`src/rtl/dp_aux_sink_responder.sv`:
```
// Sink-side AUX responder: native DPCD read/write service, DEFER/NACK/I2C_NACK replies (DP_AUX_DPCD_WRITE_PROTECT_EN makes addr < RO_LIMIT read-only).
// Latency: reply 2 cycles after request eop, +1 per committed write byte; tx stalls hold the current reply byte.
module dp_aux_sink_responder #(
  parameter  int DPCD_DEPTH = 256,
  parameter  int MAX_BURST  = 16,
  parameter  int RO_LIMIT   = 16,
  localparam int AW = $clog2(DPCD_DEPTH),
  localparam int BW = $clog2(MAX_BURST),
  localparam int CW = $clog2(MAX_BURST + 1)
) (
  input  logic          clk,
  input  logic          reset_n,
  input  logic [7:0]    rx_data,
  input  logic          rx_vld,
  input  logic          rx_eop,
  input  logic          sink_busy,
  output logic [7:0]    tx_data,
  output logic          tx_vld,
  input  logic          tx_rdy,
  output logic          tx_eop,
  output logic          rx_drop,
  input  logic [AW-1:0] host_addr,
  output logic [7:0]    host_rdata
);

`ifdef DP_AUX_DPCD_WRITE_PROTECT_EN
  localparam bit WP_EN = 1'b1;
`else
  localparam bit WP_EN = 1'b0;
`endif

  localparam logic [3:0] C_ACK = 4'b0000, C_NACK = 4'b0001, C_DEFER = 4'b0010, C_I2C_NACK = 4'b0100;

  typedef enum logic [2:0] {S_IDLE, S_HDR, S_WDATA, S_CHECK, S_COMMIT, S_REPLY} state_t;

  state_t        state_q, state_d;
  logic [3:0]    cmd_q, cmd_d;
  logic [19:0]   addr_q, addr_d;
  logic [7:0]    len_q, len_d;
  logic [1:0]    hdr_cnt_q, hdr_cnt_d;
  logic [CW-1:0] buf_cnt_q, buf_cnt_d;
  logic [CW-1:0] wr_idx_q, wr_idx_d;
  logic [3:0]    code_q, code_d;
  logic          rd_reply_q, rd_reply_d;
  logic [7:0]    rep_len_q, rep_len_d;
  logic [7:0]    rep_idx_q, rep_idx_d;
  logic [7:0]    m_q, m_d;
  logic          rx_drop_q, rx_drop_d;
  logic [7:0]    buf_q  [MAX_BURST];
  logic [7:0]    dpcd_q [DPCD_DEPTH];

  logic          buf_we, dpcd_we;
  logic          is_wr, is_rd;
  logic [8:0]    xfer_len;
  logic [19:0]   wr_addr, nxt_addr, rd_addr;
  logic [7:0]    rep_byte;

  function automatic logic writable(input logic [19:0] a);
    return (a < 20'(DPCD_DEPTH)) && !(WP_EN && (a < 20'(RO_LIMIT)));
  endfunction

  assign is_wr    = (cmd_q == 4'b1000);
  assign is_rd    = (cmd_q == 4'b1001);
  assign xfer_len = {1'b0, len_q} + 9'd1;
  assign wr_addr  = addr_q + 20'(wr_idx_q);
  assign nxt_addr = wr_addr + 20'd1;
  assign rd_addr  = addr_q + 20'(rep_idx_q) - 20'd1;

  // Reply byte 0 is the code; read replies then stream DPCD, NACK-on-write sends M.
  always_comb begin
    rep_byte = 8'h00;
    if (rep_idx_q == 8'd0)   rep_byte = {code_q, 4'b0000};
    else if (rd_reply_q)     rep_byte = (rd_addr < 20'(DPCD_DEPTH)) ? dpcd_q[rd_addr[AW-1:0]] : 8'h00;
    else                     rep_byte = m_q;
  end

  assign tx_vld     = (state_q == S_REPLY);
  assign tx_data    = tx_vld ? rep_byte : 8'h00;
  assign tx_eop     = tx_vld && (rep_idx_q == rep_len_q - 8'd1);
  assign rx_drop    = rx_drop_q;
  assign host_rdata = dpcd_q[host_addr];

  always_comb begin
    state_d    = state_q;
    cmd_d      = cmd_q;
    addr_d     = addr_q;
    len_d      = len_q;
    hdr_cnt_d  = hdr_cnt_q;
    buf_cnt_d  = buf_cnt_q;
    wr_idx_d   = wr_idx_q;
    code_d     = code_q;
    rd_reply_d = rd_reply_q;
    rep_len_d  = rep_len_q;
    rep_idx_d  = rep_idx_q;
    m_d        = m_q;
    rx_drop_d  = 1'b0;
    buf_we     = 1'b0;
    dpcd_we    = 1'b0;
    case (state_q)
      S_IDLE: begin
        buf_cnt_d = '0;
        if (rx_vld) begin
          cmd_d     = rx_data[7:4];
          addr_d    = {rx_data[3:0], 16'h0000};
          hdr_cnt_d = 2'd1;
          if (rx_eop) rx_drop_d = 1'b1;
          else        state_d   = S_HDR;
        end
      end
      S_HDR: begin
        if (rx_vld) begin
          hdr_cnt_d = hdr_cnt_q + 2'd1;
          case (hdr_cnt_q)
            2'd1:    addr_d[15:8] = rx_data;
            2'd2:    addr_d[7:0]  = rx_data;
            default: len_d        = rx_data;
          endcase
          // A write whose header ends the request carries no data and is malformed.
          if (rx_eop && (hdr_cnt_q != 2'd3 || is_wr)) begin
            rx_drop_d = 1'b1;
            state_d   = S_IDLE;
          end else if (hdr_cnt_q == 2'd3) begin
            state_d = rx_eop ? S_CHECK : S_WDATA;
          end
        end
      end
      S_WDATA: begin
        if (rx_vld) begin
          if (buf_cnt_q == CW'(MAX_BURST)) begin
            rx_drop_d = 1'b1;
            state_d   = S_IDLE;
          end else begin
            buf_we    = 1'b1;
            buf_cnt_d = buf_cnt_q + 1'b1;
            if (rx_eop) begin
              if (is_rd || (is_wr && (9'(buf_cnt_q) + 9'd1 != xfer_len))) begin
                rx_drop_d = 1'b1;
                state_d   = S_IDLE;
              end else begin
                state_d = S_CHECK;
              end
            end
          end
        end
      end
      S_CHECK: begin
        rx_drop_d  = rx_vld;
        state_d    = S_REPLY;
        rep_idx_d  = 8'd0;
        rd_reply_d = 1'b0;
        rep_len_d  = 8'd1;
        m_d        = 8'd0;
        if (sink_busy) begin
          code_d = C_DEFER;
        end else if (!cmd_q[3]) begin
          code_d = C_I2C_NACK;
        end else if (!(is_wr || is_rd) || (xfer_len > 9'(MAX_BURST))) begin
          code_d = C_NACK;
          if (is_wr) rep_len_d = 8'd2;
        end else if (is_rd) begin
          code_d     = C_ACK;
          rd_reply_d = 1'b1;
          rep_len_d  = len_q + 8'd2;
        end else if (writable(addr_q)) begin
          state_d  = S_COMMIT;
          wr_idx_d = '0;
        end else begin
          code_d    = C_NACK;
          rep_len_d = 8'd2;
        end
      end
      S_COMMIT: begin
        // Look one address ahead so the stop costs no extra cycle.
        rx_drop_d = rx_vld;
        dpcd_we   = 1'b1;
        if (9'(wr_idx_q) + 9'd1 == xfer_len) begin
          state_d   = S_REPLY;
          code_d    = C_ACK;
          rep_len_d = 8'd1;
        end else if (!writable(nxt_addr)) begin
          state_d   = S_REPLY;
          code_d    = C_NACK;
          rep_len_d = 8'd2;
          m_d       = 8'(wr_idx_q) + 8'd1;
        end else begin
          wr_idx_d = wr_idx_q + 1'b1;
        end
      end
      S_REPLY: begin
        rx_drop_d = rx_vld;
        if (tx_rdy) begin
          if (tx_eop) state_d   = S_IDLE;
          else        rep_idx_d = rep_idx_q + 8'd1;
        end
      end
      default: state_d = S_IDLE;
    endcase
  end

  always_ff @(posedge clk or negedge reset_n) begin
    if (!reset_n) begin
      state_q    <= S_IDLE;
      cmd_q      <= '0;
      addr_q     <= '0;
      len_q      <= '0;
      hdr_cnt_q  <= '0;
      buf_cnt_q  <= '0;
      wr_idx_q   <= '0;
      code_q     <= '0;
      rd_reply_q <= 1'b0;
      rep_len_q  <= '0;
      rep_idx_q  <= '0;
      m_q        <= '0;
      rx_drop_q  <= 1'b0;
      for (int i = 0; i < MAX_BURST; i++)  buf_q[i]  <= '0;
      for (int i = 0; i < DPCD_DEPTH; i++) dpcd_q[i] <= '0;
    end else begin
      state_q    <= state_d;
      cmd_q      <= cmd_d;
      addr_q     <= addr_d;
      len_q      <= len_d;
      hdr_cnt_q  <= hdr_cnt_d;
      buf_cnt_q  <= buf_cnt_d;
      wr_idx_q   <= wr_idx_d;
      code_q     <= code_d;
      rd_reply_q <= rd_reply_d;
      rep_len_q  <= rep_len_d;
      rep_idx_q  <= rep_idx_d;
      m_q        <= m_d;
      rx_drop_q  <= rx_drop_d;
      if (buf_we)  buf_q[buf_cnt_q[BW-1:0]] <= rx_data;
      if (dpcd_we) dpcd_q[wr_addr[AW-1:0]]  <= buf_q[wr_idx_q[BW-1:0]];
    end
  end

endmodule

```
`config.mk`:
```
export PLATFORM = sky130hd
export DESIGN_NAME = dp_aux_sink_responder
export DESIGN_NICKNAME = d
export VERILOG_FILES = /design/src/rtl/dp_aux_sink_responder.sv
export SDC_FILE = /design/constraint.sdc
export NUM_CORES = 2
export LEC_CHECK = 0
export BUFFER_PORTS_ARGS = -buffer_cell sky130_fd_sc_hd__buf_2
export CAP_MARGIN = 0
export CORE_MARGIN = 4
export CORE_UTILIZATION = 55
export CTS_BUF_LIST = sky130_fd_sc_hd__clkbuf_8
export DETAILED_ROUTE_END_ITERATION = 10
export PLACE_DENSITY = 0.77
export SYNTH_ARGS = -nofsm -noshare
export SYNTH_HDL_FRONTEND = slang
export SYNTH_SLANG_ARGS = --single-unit
```
`constraint.sdc`:
```
create_clock -name clk -period 4.6 [get_ports clk]
set_input_delay 0.46 -clock clk [delete_from_list [all_inputs] [get_ports clk]]
set_output_delay 0.46 -clock clk [all_outputs]
set_load 0.1 [all_outputs]
```
Yosys cells after proc, flatten, opt, wreduce, memory -nomap -nowiden
Index checks and enable logic that the tools add are counted.
Widths: inputs -> output; s select.
{ "classes": {"muxes": 98, "add_sub_neg": 14, "n_eq_ne": 37, "n_reduce_logical": 30, "n_lt_le_gt_ge": 11, "n_bitwise": 6} }
{ "op_table": {"columns": ["op", "n"], "rows": [
  ["$bwmux 2048", 1],
  ["$mux 8", 24],
  ["$bmux 8 s8", 2],
  ["$bwmux 128", 1],
  ["$demux 8 s8", 1],
  ["$lt 20x9->1 const B", 3],
  ["$pmux 8 s2", 3],
  ["$mux 5", 9],
  ["$mux 3", 12],
  ["$bmux 8 s4", 1],
  ["$demux 8 s4", 1],
  ["$mux 16", 2],
  ["$pmux 16 s2", 1],
  ["$ne 2x2->1 const B", 15],
  ["$mux 4", 7],
  ["$ge 9x9->1 const B", 3],
  ["$not 8->9", 3],
  ["$mux 1", 22],
  ["$add 20x1->20 const B", 1],
  ["$add 20x5->20", 1],
  ["$add 20x8->20", 1],
  ["$pmux 5 s2", 2],
  ["$sub 20x1->20 const B", 1],
  ["$add 5x1->6 const B", 3],
  ["43 further kinds", 76]
]} }
{ "totals": {"reg_bits": 2253, "output_inout_bits": 19, "wordCells": 483, "inputBits": 22} }

Longest topological paths before layout
{ "logic_depth": {"word_depth": 10, "ltp_mapped": 19, "depth_no_buf": 15} }

Worst setup path after synthesis
OpenSTA, ideal clock, no wires.
{ "synth_timing": {"path_type": "reg2out", "startpoint": "reg rep_idx_q[1]", "endpoint": "out tx_data[7]", "n_path_buf": 4, "t_arrival_ns": 5.552, "stages_incl_launch_ff": 16, "required_time_ns": 4.140, "path_slack_ns": -1.412, "cell_sequence": "dfrtp_1 -> inv_1 -> ha_1 -> inv_1 -> ha_1 -> fa_1 -> clkbuf_1 -> clkbuf_1 -> clkbuf_1 -> clkbuf_1 -> mux4_2 -> nand2_1 -> a31oi_1 -> a32o_1 -> o21ai_0 -> nor3_1"} }
{ "synth_between": {"elab_chain_cells": 10, "word_cells_on_any_way": 12, "cone_classes": "2 x add/sub; 1 x order compare; 7 x mux; 1 x bitwise; 1 x reduce/logical"} }
{ "synth_lines": {"columns": ["item", "line_no", "text"], "rows": [
  ["start: declaration", "46", "logic [7:0] rep_idx_q, rep_idx_d;"],
  ["start signal: assignment", "228", "rep_idx_q <= rep_idx_d;"],
  ["$add 20x8->20", "67", "assign rd_addr = addr_q + 20'(rep_idx_q) - 20'd1;"],
  ["$sub 20x1->20", "67", null],
  ["$not 8->9 (not written as such)", "73", "else if (rd_reply_q) rep_byte = (rd_addr < 20'(DPCD_DEPTH)) ? dpcd_q[rd_addr[AW-1:0]] : 8'h00;"],
  ["$bmux 8 s8", "73", null],
  ["$mux 8 (not written as such) (2 in a row)", "73", null],
  ["$mux 8 (2 in a row)", "73", null],
  ["$mux 8 (*)", "72", "if (rep_idx_q == 8'd0) rep_byte = {code_q, 4'b0000};"],
  ["$mux 8 (*)", "78", "assign tx_data = tx_vld ? rep_byte : 8'h00;"],
  ["end: declaration", "17", "output logic [7:0] tx_data,"]
]} }
Mark *: on every way between the ends. The rest lies on a longest branch, timed or not. The select of a mux whose other input is x is not followed.

Worst setup path after layout
{ "layout_timing": {"startpoint": "reg addr_q[1]", "endpoint": "out tx_data[5]"} }
{ "layout_between": {"elab_chain_cells": 10, "word_cells_on_any_way": 11, "cone_classes": "2 x add/sub; 1 x order compare; 7 x mux; 1 x bitwise"} }
{ "layout_lines": {"columns": ["item", "line_no", "text"], "rows": [
  ["start: declaration", "38", "logic [19:0] addr_q, addr_d;"],
  ["start signal: assignment", "220", "addr_q <= addr_d;"],
  ["$add 20x8->20 (*)", "67", null],
  ["$sub 20x1->20 (*)", "67", null],
  ["$not 8->9 (not written as such)", "73", null],
  ["$bmux 8 s8", "73", null],
  ["$mux 8 (not written as such) (2 in a row)", "73", null],
  ["$mux 8 (*) (2 in a row)", "73", null],
  ["$mux 8 (*)", "72", null],
  ["$mux 8 (*)", "78", null]
]} }
Marks and branches as above.

==> metrics <==
pin count of the biggest net entering global routing=150; Final Max Tran Viols=0; synth top area cells=dfrtp_1 (48%), mux4_2 (24%), o21ai_0 (8.0%), nand2_1 (7.4%), mux2_2 (3.8%); Worst Setup SP=addr_q[1]; worst r2r src=addr_q[1]; crit-path cells=inv_2 > ha_4 > inv_4 > ha_4 > fa_4 > buf_12 > buf_6 > buf_6 > a2111oi_4 > a211o_1 > a21oi_1 > o21a_1 > o41ai_4 > buf_6 > o21ai_2 > and3_4 > buf_12; clk sinks=2250; total number of yosys warnings=0; CTS clk-pin slew, worst paths=0.06 ns; maximum clock path buffer count=4; chip height=471 microns; worst-margin pin slew=1.30 ns; Final period util=127%; CP max FO=10; length of the first detailed-routing pass in iterations=6; Synth cell types=78; Rows=169; P&R area growth vs syn=14.9%; Nets=10265; sum of buffers and inverters on the critical path=7; Final HPWL DP=262000 microns; Final setup violation count=9; leading area contributor after synthesis=dfrtp_1; worst-skew pair later-pin latency=1.13 ns; IO Pins=41; Num CTS Buffers=390; mapped cell area=118000 sq um; Crit Path Category=reg -> out; routed wl met2=172000 microns; M1 WL=135000 microns; number of synthesized flops with an enable pin=0; initial antenna violation count=30; core area=213000 sq um; failing checks=hold timing, setup timing; Arrival @ worst endpoint=5.38 ns; Seq/Total Area, Yosys=47.9%; Root Buffer=clkbuf_8; fraction of registers with async set/reset=100%; Routed Wire Length=389000 microns; worst r2r dst=wr_idx_q[4]; Power Density=660 nW/um^2; Worst path max stage delay=0.67 ns; area occupied by multi-input gates=58800 sq um; LEAKAGE=57.8 nW; max_cap viols=0; Post-Place Cell Area=124000 sq um; Die X=471 microns; list of most frequent post-synthesis cells=nand2_1 (2317), dfrtp_1 (2250), o21ai_0 (1890); Starting Density=55.4%; Iter 0 DRT Violations=12196; Final WS setup=-1.24 ns; Total Routing Usage GR=35.1%; Max-slew headroom=13.2%; grt total ovfl=0; FF+latch count, synth=2250; top cell type's share of synthesized area=47.9%; family with the most delay on the worst path=compound AO/OA/AOI/OAI gates; Peak supply drop=0.928 mV; number of vias per cell=6.83; most common cell in the netlist=nand2_1; DR WL/cell=29.2 microns; I/O Buffers=40; Reg2Reg Setup Slack=0.21 ns; Top cell by count, worst path=buf_6; result of the run=complete, but fails checks; met3 routed WL=51100 microns; DIE AREA=221000 sq um; Top Metal Used=met5; class of the worst hold path=in -> async; syn_nets=10043; RSZ-0062 raised after global routing=yes; first-pass GRT wire length=587000 microns; Critical-path top delay cell=o41ai_4; Final Hold Fails=6; DRC errors left=0; cell count of the worst reg-to-reg path=16; dpl ws=-1.38 ns; Final GP Congestion=0.995; Tot Pwr=89.2 mW; Cells after Synth=9957; design area=135000 sq um; antenna-violating nets left=0; required time worst endpoint=4.14 ns; layout cells sized above 1=29.9%; Main synth FF type=dfrtp_1; Critical Path End=tx_data[5]; CTS tree=done; setup TNS=-9.10 ns; Mapped Avg Cell Area=11.8 sq um; critical path endpoint category=primary output; clock skew=0.104 ns; H-tree Lvls=5; FMAX=0.171 GHz; register area=56300 sq um; number of global-route vias before repair=90994; min cycle time layout=5.84 ns; Levels on crit path=17; # fillers=15222; crit path launch type=flip-flop; DR vias=91092; Hold WS=-0.0245 ns
==> routing by layer <==
layer  vias up  global-route usage [%]
met3      1581                    11.6
met4        14                    22.5
met2      6472                    51.3
met1     45943                    45.3
li1      37082                       -
met5         -                       0
==> placed cells by master (no fill, tap or decap), drive strengths merged, types with 42 or more instances in the layout <==
master	n
mux4	1275
a21oi	63
nand3	82
mux2i	100
mux2	403
inv	171
nand2	2317
buf	680
clkbuf	519
clkinv	54
xnor2	42
ha	62
o21ai	1901
nor2	134
dfrtp	2250
==> final cells by class <==
class / count / area share [%]
sequential: 2250 / 41.6
tap: 2821 / 2.61
multi-input combinational: 6767 / 43.5
clock inverter: 178 / 0.915
timing repair buffer: 701 / 5.85
clock buffer: 515 / 5.24
inverter: 69 / 0.197
antenna: 28 / 0.0518
==> power breakdown <==
part	internal (mW)	switching [mW]
logic	20.0	28.2
registers	20.6	0.748
clock network	10.9	8.62
total	51.6	37.6
==> flip-flops by register name (all words and copies together), names as in the netlist, 4 cells and up <==
register / cells
wr_idx_q: 5
buf_cnt_q: 5
rep_idx_q: 8
m_q: 6
buf_q: 128
addr_q: 20
dpcd_q: 2048
rep_len_q: 8
cmd_q: 4
len_q: 8
==> worst min path at each step <==
| stage | endpoint | depth (start not counted) | slack [ns] |
|---|---|---|---|
| floorplan | addr_q[0] | 0 | 0.16 |
| global placement | m_q[0] | 2 | 0.47 |
| detailed placement | m_q[4] | 2 | 0.47 |
| CTS | buf_q[113] | 2 | 0.02 |
| global route | buf_q[113] | 2 | 0.01 |
| finish | buf_q[113] | 2 | -0.02 |
==> what timing repair did <==
| item | CTS | global route |
|---|---|---|
| gates cloned | 14 | 4 |
| setup endpoints to repair | 16 | 13 |
| hold buffers | 14 | 0 |
| pin swaps | 40 | 43 |
| endpoints found under the hold margin | 316 | 0 |
| resized for setup | 190 | 96 |
| buffers inserted | 54 | 39 |
==> kinds of logic (layout without fill, tap and decap cells) <==
group                      after synthesis  after routing  synth area share, %
AOI/OAI and AO/OA                     2158           2158                 9.74
DFF                                   2250           2250                 47.9
buffers and inverters                  940           1463                 3.06
muxes                                 1778           1778                 29.1
adders and majority gates               64             64                0.693
other                                    0             28                    0
xor gates and xnor gates                57             57                0.424
and+or+nand+nor                       2710           2710                 9.12
==> metrics by stage <==
stage | util (%) | instances
4_1_cts | 63.2 | 13262
2_1_floorplan | - | 9957
3_5_place_dp | 58.4 | 12490
5_1_grt | 63.6 | 13306
6_report | 63.6 | 13329
3_3_place_gp | 58.4 | 12490
No activity file was read; power rests on OpenSTA's default activity.
